File: src/rtl/dial_pkg.sv
// dial_pkg: shared types and helpers for the streaming dial-rotation engine.
//   state_e    : engine FSM states (IDLE, RUN, REPORT)
//   CTL_*      : bit positions inside the 6-bit control word
//   AMT_LSB    : lowest bit of the amount field inside a record
//   *_w_f      : derived widths (record, position, lane count) and the direction bit position
package dial_pkg;

  typedef enum logic [1:0] {
    IDLE   = 2'd0,
    RUN    = 2'd1,
    REPORT = 2'd2
  } state_e;

  localparam int CTL_CLEAR  = 0;
  localparam int CTL_MODE   = 1;
  localparam int CTL_REPORT = 2;

  // A record is {dir, amount}; the amount starts at bit 0.
  localparam int AMT_LSB = 0;

  // Record width: direction bit on top of the amount.
  function automatic int rec_w_f(input int amt_w);
    return amt_w + 1;
  endfunction

  // Direction bit sits directly above the amount field.
  function automatic int dir_bit_f(input int amt_w);
    return AMT_LSB + amt_w;
  endfunction

  // Bits needed to hold a dial position 0..modulus-1.
  function automatic int pos_w_f(input int modulus);
    return $clog2(modulus);
  endfunction

  // Bits needed to hold a lane count 0..lanes.
  function automatic int lane_w_f(input int lanes);
    return $clog2(lanes + 1);
  endfunction

endpackage

File: src/rtl/dial_coprocessor_multi_divmod.sv
// divmod_const: combinational split of a rotation amount by the dial modulus.
//   a : rotation amount (AMT_W bits)
//   q : whole turns, a / MODULUS
//   r : residual clicks, a % MODULUS (POS_W bits, always < MODULUS)
// The divisor is a constant, so synthesis reduces this to a fixed network.
module divmod_const
  import dial_pkg::*;
#(
  parameter int AMT_W   = 15,
  parameter int MODULUS = 100,
  localparam int POS_W  = pos_w_f(MODULUS)
) (
  input  logic [AMT_W-1:0] a,
  output logic [AMT_W-1:0] q,
  output logic [POS_W-1:0] r
);

  localparam logic [AMT_W-1:0] DIV = AMT_W'(MODULUS);

  // Quotient and remainder by the constant modulus.
  always_comb begin
    q = a / DIV;
    r = POS_W'(a % DIV);
  end

endmodule

File: src/rtl/dial_coprocessor_multi.sv
// dial_coprocessor_multi: streaming dial-rotation engine.
//   clk        : rising-edge clock
//   rst        : synchronous active-low reset
//   din        : beat of up to LANES records, record i at din[i*REC_W +: REC_W]
//   din_lanes  : valid records in the beat (values above LANES are clamped)
//   din_valid  : beat offered
//   din_ready  : beat accepted when din_valid && din_ready
//   control    : [0] clear, [1] mode (0 end-at-zero, 1 every-pass), [2] report, [5:3] ignored
//   dout       : {zero pad, count, pos}, held between reports
//   dout_valid : one-cycle pulse qualifying a fresh report
// Records of an accepted beat are applied one per cycle. Clear/report requests
// that arrive while busy are remembered and served once the engine is idle,
// report first when both are pending.
module dial_coprocessor_multi
  import dial_pkg::*;
#(
  parameter int LANES      = 8,
  parameter int AMT_W      = 15,
  parameter int MODULUS    = 100,
  parameter int START_POS  = 50,
  parameter int CNT_W      = 32,
  parameter int WIDTH_DIN  = 128,
  parameter int WIDTH_DOUT = 128,
  localparam int REC_W     = rec_w_f(AMT_W),
  localparam int POS_W     = pos_w_f(MODULUS),
  localparam int LANE_W    = lane_w_f(LANES)
) (
  input  logic                  clk,
  input  logic                  rst,
  input  logic [WIDTH_DIN-1:0]  din,
  input  logic [LANE_W-1:0]     din_lanes,
  input  logic                  din_valid,
  output logic                  din_ready,
  input  logic [5:0]            control,
  output logic [WIDTH_DOUT-1:0] dout,
  output logic                  dout_valid
);

  localparam int BEAT_W  = LANES * REC_W;
  localparam int DIR_BIT = dir_bit_f(AMT_W);
  localparam int SUM_W   = ((CNT_W > AMT_W + 1) ? CNT_W : AMT_W + 1) + 1;
  localparam logic [POS_W:0]     MOD_X     = (POS_W + 1)'(MODULUS);
  localparam logic [POS_W-1:0]   START_P   = POS_W'(START_POS);
  localparam logic [CNT_W-1:0]   CNT_MAX   = {CNT_W{1'b1}};
  localparam logic [SUM_W-1:0]   CNT_MAX_X = SUM_W'(CNT_MAX);

  state_e                  state_q, state_d;
  logic [BEAT_W-1:0]       beat_q, beat_d;
  logic [LANE_W-1:0]       lanes_q, lanes_d;
  logic [LANE_W-1:0]       idx_q, idx_d;
  logic                    mode_q, mode_d;
  logic                    pend_clear_q, pend_clear_d;
  logic                    pend_report_q, pend_report_d;
  logic [POS_W-1:0]        pos_q, pos_d;
  logic [CNT_W-1:0]        cnt_q, cnt_d;
  logic [WIDTH_DOUT-1:0]   dout_q, dout_d;
  logic                    dout_valid_q, dout_valid_d;

  logic [REC_W-1:0]        rec_s;
  logic [AMT_W-1:0]        amt_s;
  logic [AMT_W-1:0]        quo_s;
  logic [POS_W-1:0]        rem_s;
  logic                    dir_s;
  logic [POS_W:0]          sum_s;
  logic                    wrap_s;
  logic                    hit_s;
  logic [POS_W-1:0]        new_pos_s;
  logic [AMT_W:0]          passes_s;
  logic [AMT_W:0]          inc_s;
  logic [SUM_W-1:0]        csum_s;
  logic [CNT_W-1:0]        cnt_next_s;
  logic [LANE_W-1:0]       lanes_clamp_s;
  logic                    accept_s;
  logic                    want_clear_s;
  logic                    want_report_s;
  logic [2:0]              ctl_unused_s;

  assign ctl_unused_s = control[5:3];

  // Ready only from registered state; forced low while reset is asserted.
  assign din_ready  = rst & (state_q == IDLE) & ~pend_report_q & ~pend_clear_q;
  assign dout       = dout_q;
  assign dout_valid = dout_valid_q;

  // Select the record addressed by the lane index.
  always_comb begin
    rec_s = beat_q[REC_W-1:0];
    for (int i = 1; i < LANES; i++) begin
      rec_s = (idx_q == LANE_W'(i)) ? beat_q[i*REC_W +: REC_W] : rec_s;
    end
  end

  assign dir_s = rec_s[DIR_BIT];
  assign amt_s = rec_s[AMT_LSB +: AMT_W];

  divmod_const #(
    .AMT_W   (AMT_W),
    .MODULUS (MODULUS)
  ) u_divmod (
    .a (amt_s),
    .q (quo_s),
    .r (rem_s)
  );

  // New position and zero-event increment for the current record.
  always_comb begin
    sum_s  = {1'b0, pos_q} + {1'b0, rem_s};
    wrap_s = (sum_s >= MOD_X);
    if (dir_s) begin
      new_pos_s = wrap_s ? POS_W'(sum_s - MOD_X) : POS_W'(sum_s);
      hit_s     = wrap_s;
    end else begin
      // Moving left from a position below the residual borrows one turn.
      new_pos_s = (rem_s > pos_q) ? POS_W'({1'b0, pos_q} + MOD_X - {1'b0, rem_s})
                                  : (pos_q - rem_s);
      // Landing on or crossing 0 counts, but leaving 0 does not.
      hit_s     = (pos_q != {POS_W{1'b0}}) && (rem_s >= pos_q);
    end
    passes_s = {1'b0, quo_s} + (AMT_W + 1)'(hit_s);
    // A zero-length record never produces an event, even while parked on 0.
    if (amt_s == {AMT_W{1'b0}}) begin
      inc_s = {(AMT_W + 1){1'b0}};
    end else if (mode_q) begin
      inc_s = passes_s;
    end else begin
      inc_s = (AMT_W + 1)'(new_pos_s == {POS_W{1'b0}});
    end
    csum_s     = SUM_W'(cnt_q) + SUM_W'(inc_s);
    cnt_next_s = (csum_s > CNT_MAX_X) ? CNT_MAX : CNT_W'(csum_s);
  end

  // Next-state logic for the FSM, beat register, counters and outputs.
  always_comb begin
    state_d       = state_q;
    beat_d        = beat_q;
    lanes_d       = lanes_q;
    idx_d         = idx_q;
    mode_d        = mode_q;
    pend_clear_d  = pend_clear_q;
    pend_report_d = pend_report_q;
    pos_d         = pos_q;
    cnt_d         = cnt_q;
    dout_d        = dout_q;
    dout_valid_d  = 1'b0;

    lanes_clamp_s = (din_lanes > LANE_W'(LANES)) ? LANE_W'(LANES) : din_lanes;
    accept_s      = din_valid & din_ready;
    want_clear_s  = pend_clear_q | control[CTL_CLEAR];
    want_report_s = pend_report_q | control[CTL_REPORT];

    case (state_q)
      IDLE: begin
        if (accept_s) begin
          // The handshake already committed to the beat; requests in the
          // same cycle wait until it has been applied.
          beat_d        = din[BEAT_W-1:0];
          lanes_d       = lanes_clamp_s;
          mode_d        = control[CTL_MODE];
          idx_d         = {LANE_W{1'b0}};
          pend_clear_d  = control[CTL_CLEAR];
          pend_report_d = control[CTL_REPORT];
          state_d       = (lanes_clamp_s != {LANE_W{1'b0}}) ? RUN : IDLE;
        end else if (want_report_s) begin
          // Report the current values; a simultaneous clear is deferred.
          dout_d        = WIDTH_DOUT'({cnt_q, pos_q});
          dout_valid_d  = 1'b1;
          pend_report_d = 1'b0;
          pend_clear_d  = want_clear_s;
          state_d       = REPORT;
        end else if (want_clear_s) begin
          pos_d        = START_P;
          cnt_d        = {CNT_W{1'b0}};
          pend_clear_d = 1'b0;
          state_d      = IDLE;
        end else begin
          state_d = IDLE;
        end
      end
      RUN: begin
        pos_d         = new_pos_s;
        cnt_d         = cnt_next_s;
        idx_d         = idx_q + LANE_W'(1);
        pend_clear_d  = want_clear_s;
        pend_report_d = want_report_s;
        state_d       = (idx_q == lanes_q - LANE_W'(1)) ? IDLE : RUN;
      end
      REPORT: begin
        pend_clear_d  = want_clear_s;
        pend_report_d = want_report_s;
        state_d       = IDLE;
      end
      default: begin
        state_d = IDLE;
      end
    endcase
  end

  // State registers with synchronous active-low reset.
  always_ff @(posedge clk) begin
    if (!rst) begin
      state_q       <= IDLE;
      beat_q        <= {BEAT_W{1'b0}};
      lanes_q       <= {LANE_W{1'b0}};
      idx_q         <= {LANE_W{1'b0}};
      mode_q        <= 1'b0;
      pend_clear_q  <= 1'b0;
      pend_report_q <= 1'b0;
      pos_q         <= START_P;
      cnt_q         <= {CNT_W{1'b0}};
      dout_q        <= {WIDTH_DOUT{1'b0}};
      dout_valid_q  <= 1'b0;
    end else begin
      state_q       <= state_d;
      beat_q        <= beat_d;
      lanes_q       <= lanes_d;
      idx_q         <= idx_d;
      mode_q        <= mode_d;
      pend_clear_q  <= pend_clear_d;
      pend_report_q <= pend_report_d;
      pos_q         <= pos_d;
      cnt_q         <= cnt_d;
      dout_q        <= dout_d;
      dout_valid_q  <= dout_valid_d;
    end
  end

endmodule

File: config.mk
export PLATFORM = sky130hd
export DESIGN_NAME = dial_coprocessor_multi
export DESIGN_NICKNAME = d
export VERILOG_FILES = /design/src/rtl/dial_pkg.sv /design/src/rtl/dial_coprocessor_multi_divmod.sv /design/src/rtl/dial_coprocessor_multi.sv
export SDC_FILE = /design/constraint.sdc
export NUM_CORES = 1
export LEC_CHECK = 0
export BUFFER_PORTS_ARGS = -buffer_cell sky130_fd_sc_hd__buf_2
export CORE_MARGIN = 3
export CORE_UTILIZATION = 45
export CTS_BUF_LIST = sky130_fd_sc_hd__clkbuf_4 sky130_fd_sc_hd__clkbuf_8 sky130_fd_sc_hd__clkbuf_16
export DETAILED_ROUTE_END_ITERATION = 8
export PLACE_DENSITY = 0.7
export SKIP_CTS_REPAIR_TIMING = 1
export SYNTH_ARGS = -nofsm -noshare
export SYNTH_HDL_FRONTEND = slang
export SYNTH_SLANG_ARGS = --single-unit
File: constraint.sdc
create_clock -name clk -period 14.1 [get_ports clk]
set_clock_uncertainty 0.15 [all_clocks]
set_input_delay 0.705 -clock clk [delete_from_list [all_inputs] [get_ports clk]]
set_output_delay 0.705 -clock clk [all_outputs]
set_load 0.02 [all_outputs]
==> metrics.cfg <==
[global_routing]
antenna_found_initial = 0
grt_pass1_vias = 13300
grt_max_degree = 87
grt_pass1_wl_um = 67600
grt.overflow.total = 0
track_usage = 0.241

[place]
dp_cells = 2538
gp_congestion = 0.949
io_buffers = 178
dpl.hpwl_um = 31700

[timing]
tightestPinTransition_ps = 959
period_minus_slack_ps = 13270
final_max_slew_viol_count = 0
slew-limit-headroom = 0.354
max_freq_ghz = 0.0754
setup_viol = 0
hold_viol = 0
fin_crit_sh = 0.941
final.setup.tns_ps = 0

[logic_synthesis]
avgSynthCellArea_um2 = 7.27
synthTopCellsByArea = dfxtp_1 31%, nand2_1 12%, a21oi_1 11%
synth_edf_count = 0
synth.distinct_cells = 105
yosys.area.top_type = dfxtp_1
netlist.area_leader.share = 0.312
synth_seq_cells = 220
synthArstFlopShare = 0
synth_warnings = 0
syn_area_mm2 = 0.0141
ys_seq_area_frac = 0.312
synth-main-ff-cell = dfxtp_1
synth_cells = 1945

[drt]
drt.antenna.violating_nets = 0
totalWireLength_um = 42700
via_per_inst = 5.54
vias = 14300
wl_per_cell_um = 16.5
drtIter0Drc = 1195
first_pass_iters = 6
drc = 0

[pwr]
power_leakage_nw = 6.85
powerDensity_mw_per_mm2 = 270
peakVddDrop_mv = 0.395

[final_layout]
antenna_cells = 0
final_common_cell = nand2_1
area_delta_synth_final_pct = 19.5
final_cell_mix = 441 x nand2_1, 310 x a21oi_1, 218 x dfxtp_1, 178 x buf_2, 148 x buf_4
final_cell_count_no_fill = 2585
drive_gt1_frac = 0.212
nNetsFinal = 2371

[setup_path]
critPathMostFrequentCell = a21oi_1
cp_slowest_cell = a311o_1
start_kind = flip-flop
path_buf_inv = 11
worstPathMaxFanout = 11
end_kind = flip-flop
r2r_slack_ps = 830
crit_family = compound AO/OA/AOI/OAI gates
critPathKind = flip-flop to flip-flop
cp.arrival_ps = 13560
slowest_delay_ps = 430
worstPathRequired_ps = 14390

[floorplanning]
core-area_mm2 = 0.0307
rows = 64
initial_core_util = 0.460
fp.dieW_um = 183
ioPinCount = 271
dieArea_mm2 = 0.0336
die_height_um = 183

[clock_network]
clkTransAtPathRegs_ps = 60
clk_latency_ps = 530
cts_root_buf = clkbuf_16
clockBufferDepth = 3
htree_levels = 1
cts_buffers = 24
cts.sinks = 220
cts_tree = yes

[flow_run]
cap_violations = 0

[run_status]
status = complete, no violations

[worst_hold_path]
hold_path_class = primary input to flip-flop

## cell type report
class,instances,area [um^2]
Fill cell,2930,13800
Tap cell,396,495
Timing Repair Buffer,330,2080
Sequential cell,220,4410
Multi-Input combinational cell,1536,8860
Clock inverter,6,87.6
Clock buffer,34,718
Inverter,63,244
## per-layer routing
| layer | global-route usage | up-vias | wire length (um) |
|---|---|---|---|
| met5 | 0 | - | 0 |
| met2 | 0.386 | 595 | 19200 |
| met4 | 0.0789 | 0 | 1350 |
| met1 | 0.341 | 6632 | 19100 |
| met3 | 0.0282 | 78 | 3100 |
| li1 | - | 7015 | - |
## where the power goes
part	internal [mW]	switching, mW	total [mW]
clock	0.390	0.253	0.643
combinational	1.58	1.67	3.25
sequential	0.648	0.0205	0.669
total	2.62	1.95	4.57
## logic make-up after synthesis
| group | share of synthesized area |
|---|---|
| AOI/OAI and AO/OA | 0.270 |
| xor gates and xnor gates | 0.0314 |
| adders and majority gates | 0.0539 |
| buffers and inverters | 0.102 |
| DFF | 0.312 |
| muxes | 0.00832 |
| other | 0.000265 |
| and+or+nand+nor | 0.223 |
## Yosys cell counts, drive strengths merged (4+ instances only)
library cell and n:
ha 48, a32oi 5, a221oi 13, xnor2 36
fa 7, a311o 5, o211ai 21, buf 125
o31a 7, mux2 4, nand2 446, mux2i 6
a21oi 315, a2111oi 5, nand2b 16, nand3 42
o21a 11, o22a 4, a31oi 14, a22oi 4
nor4b 4, or3b 4, dfxtp 220, clkbuf 90
inv 63, nor2b 12, o31ai 14, and2 9
nor4 8, and3 15, or3 6, a21o 21
a311oi 5, nand4 4, o22ai 16, o21bai 7
a211oi 18, o2111ai 4, nand3b 12, o21ai 92
xor2 13, nor2 93, or2 6, nor3 35
## per-stage QoR
stage | hold WS [ps] | utilization | power, mW | setup WS (ps) | area [um^2]
6_report | 263 | 0.550 | 4.57 | 830 | 16900
5_1_grt | 257 | 0.550 | 4.94 | -96.5 | 16900
4_1_cts | 255 | 0.540 | 4.49 | -11.5 | 16600
3_5_place_dp | 292 | 0.514 | 3.83 | 174 | 15800
3_3_place_gp | 290 | 0.514 | 3.77 | 519 | 15800
2_1_floorplan | 281 | - | 2.68 | 1020 | 14500
## path summary, 6_finish.rpt
path	startpoint	end	cells past startpoint
max reg2reg	idx_q[0]	cnt_q[1]	70
min	din[11]	beat_q[11]	3
max	idx_q[0]	cnt_q[1]	70
min reg2reg	dout[28]	dout[28]	2
## worst register-to-register path: cells and delay by family (launching register included)
family / cells / cell delay [ps]
AOI/OAI and AO/OA: 33 / 6460
xor gates and xnor gates: 2 / 260
adders and majority gates: 5 / 1220
buffers and inverters: 11 / 1400
DFF: 1 / 390
muxes: 2 / 320
and+or+nand+nor: 17 / 3030
## state kept, by name, summed over array words and instances (netlist names), 2 cells and up
| name | cells |
|---|---|
| dout | 39 |
| state_q | 2 |
| lanes_q | 4 |
| idx_q | 4 |
| cnt_q | 32 |
| beat_q | 128 |
| pos_q | 7 |
No activity file was read; power rests on OpenSTA's default activity.
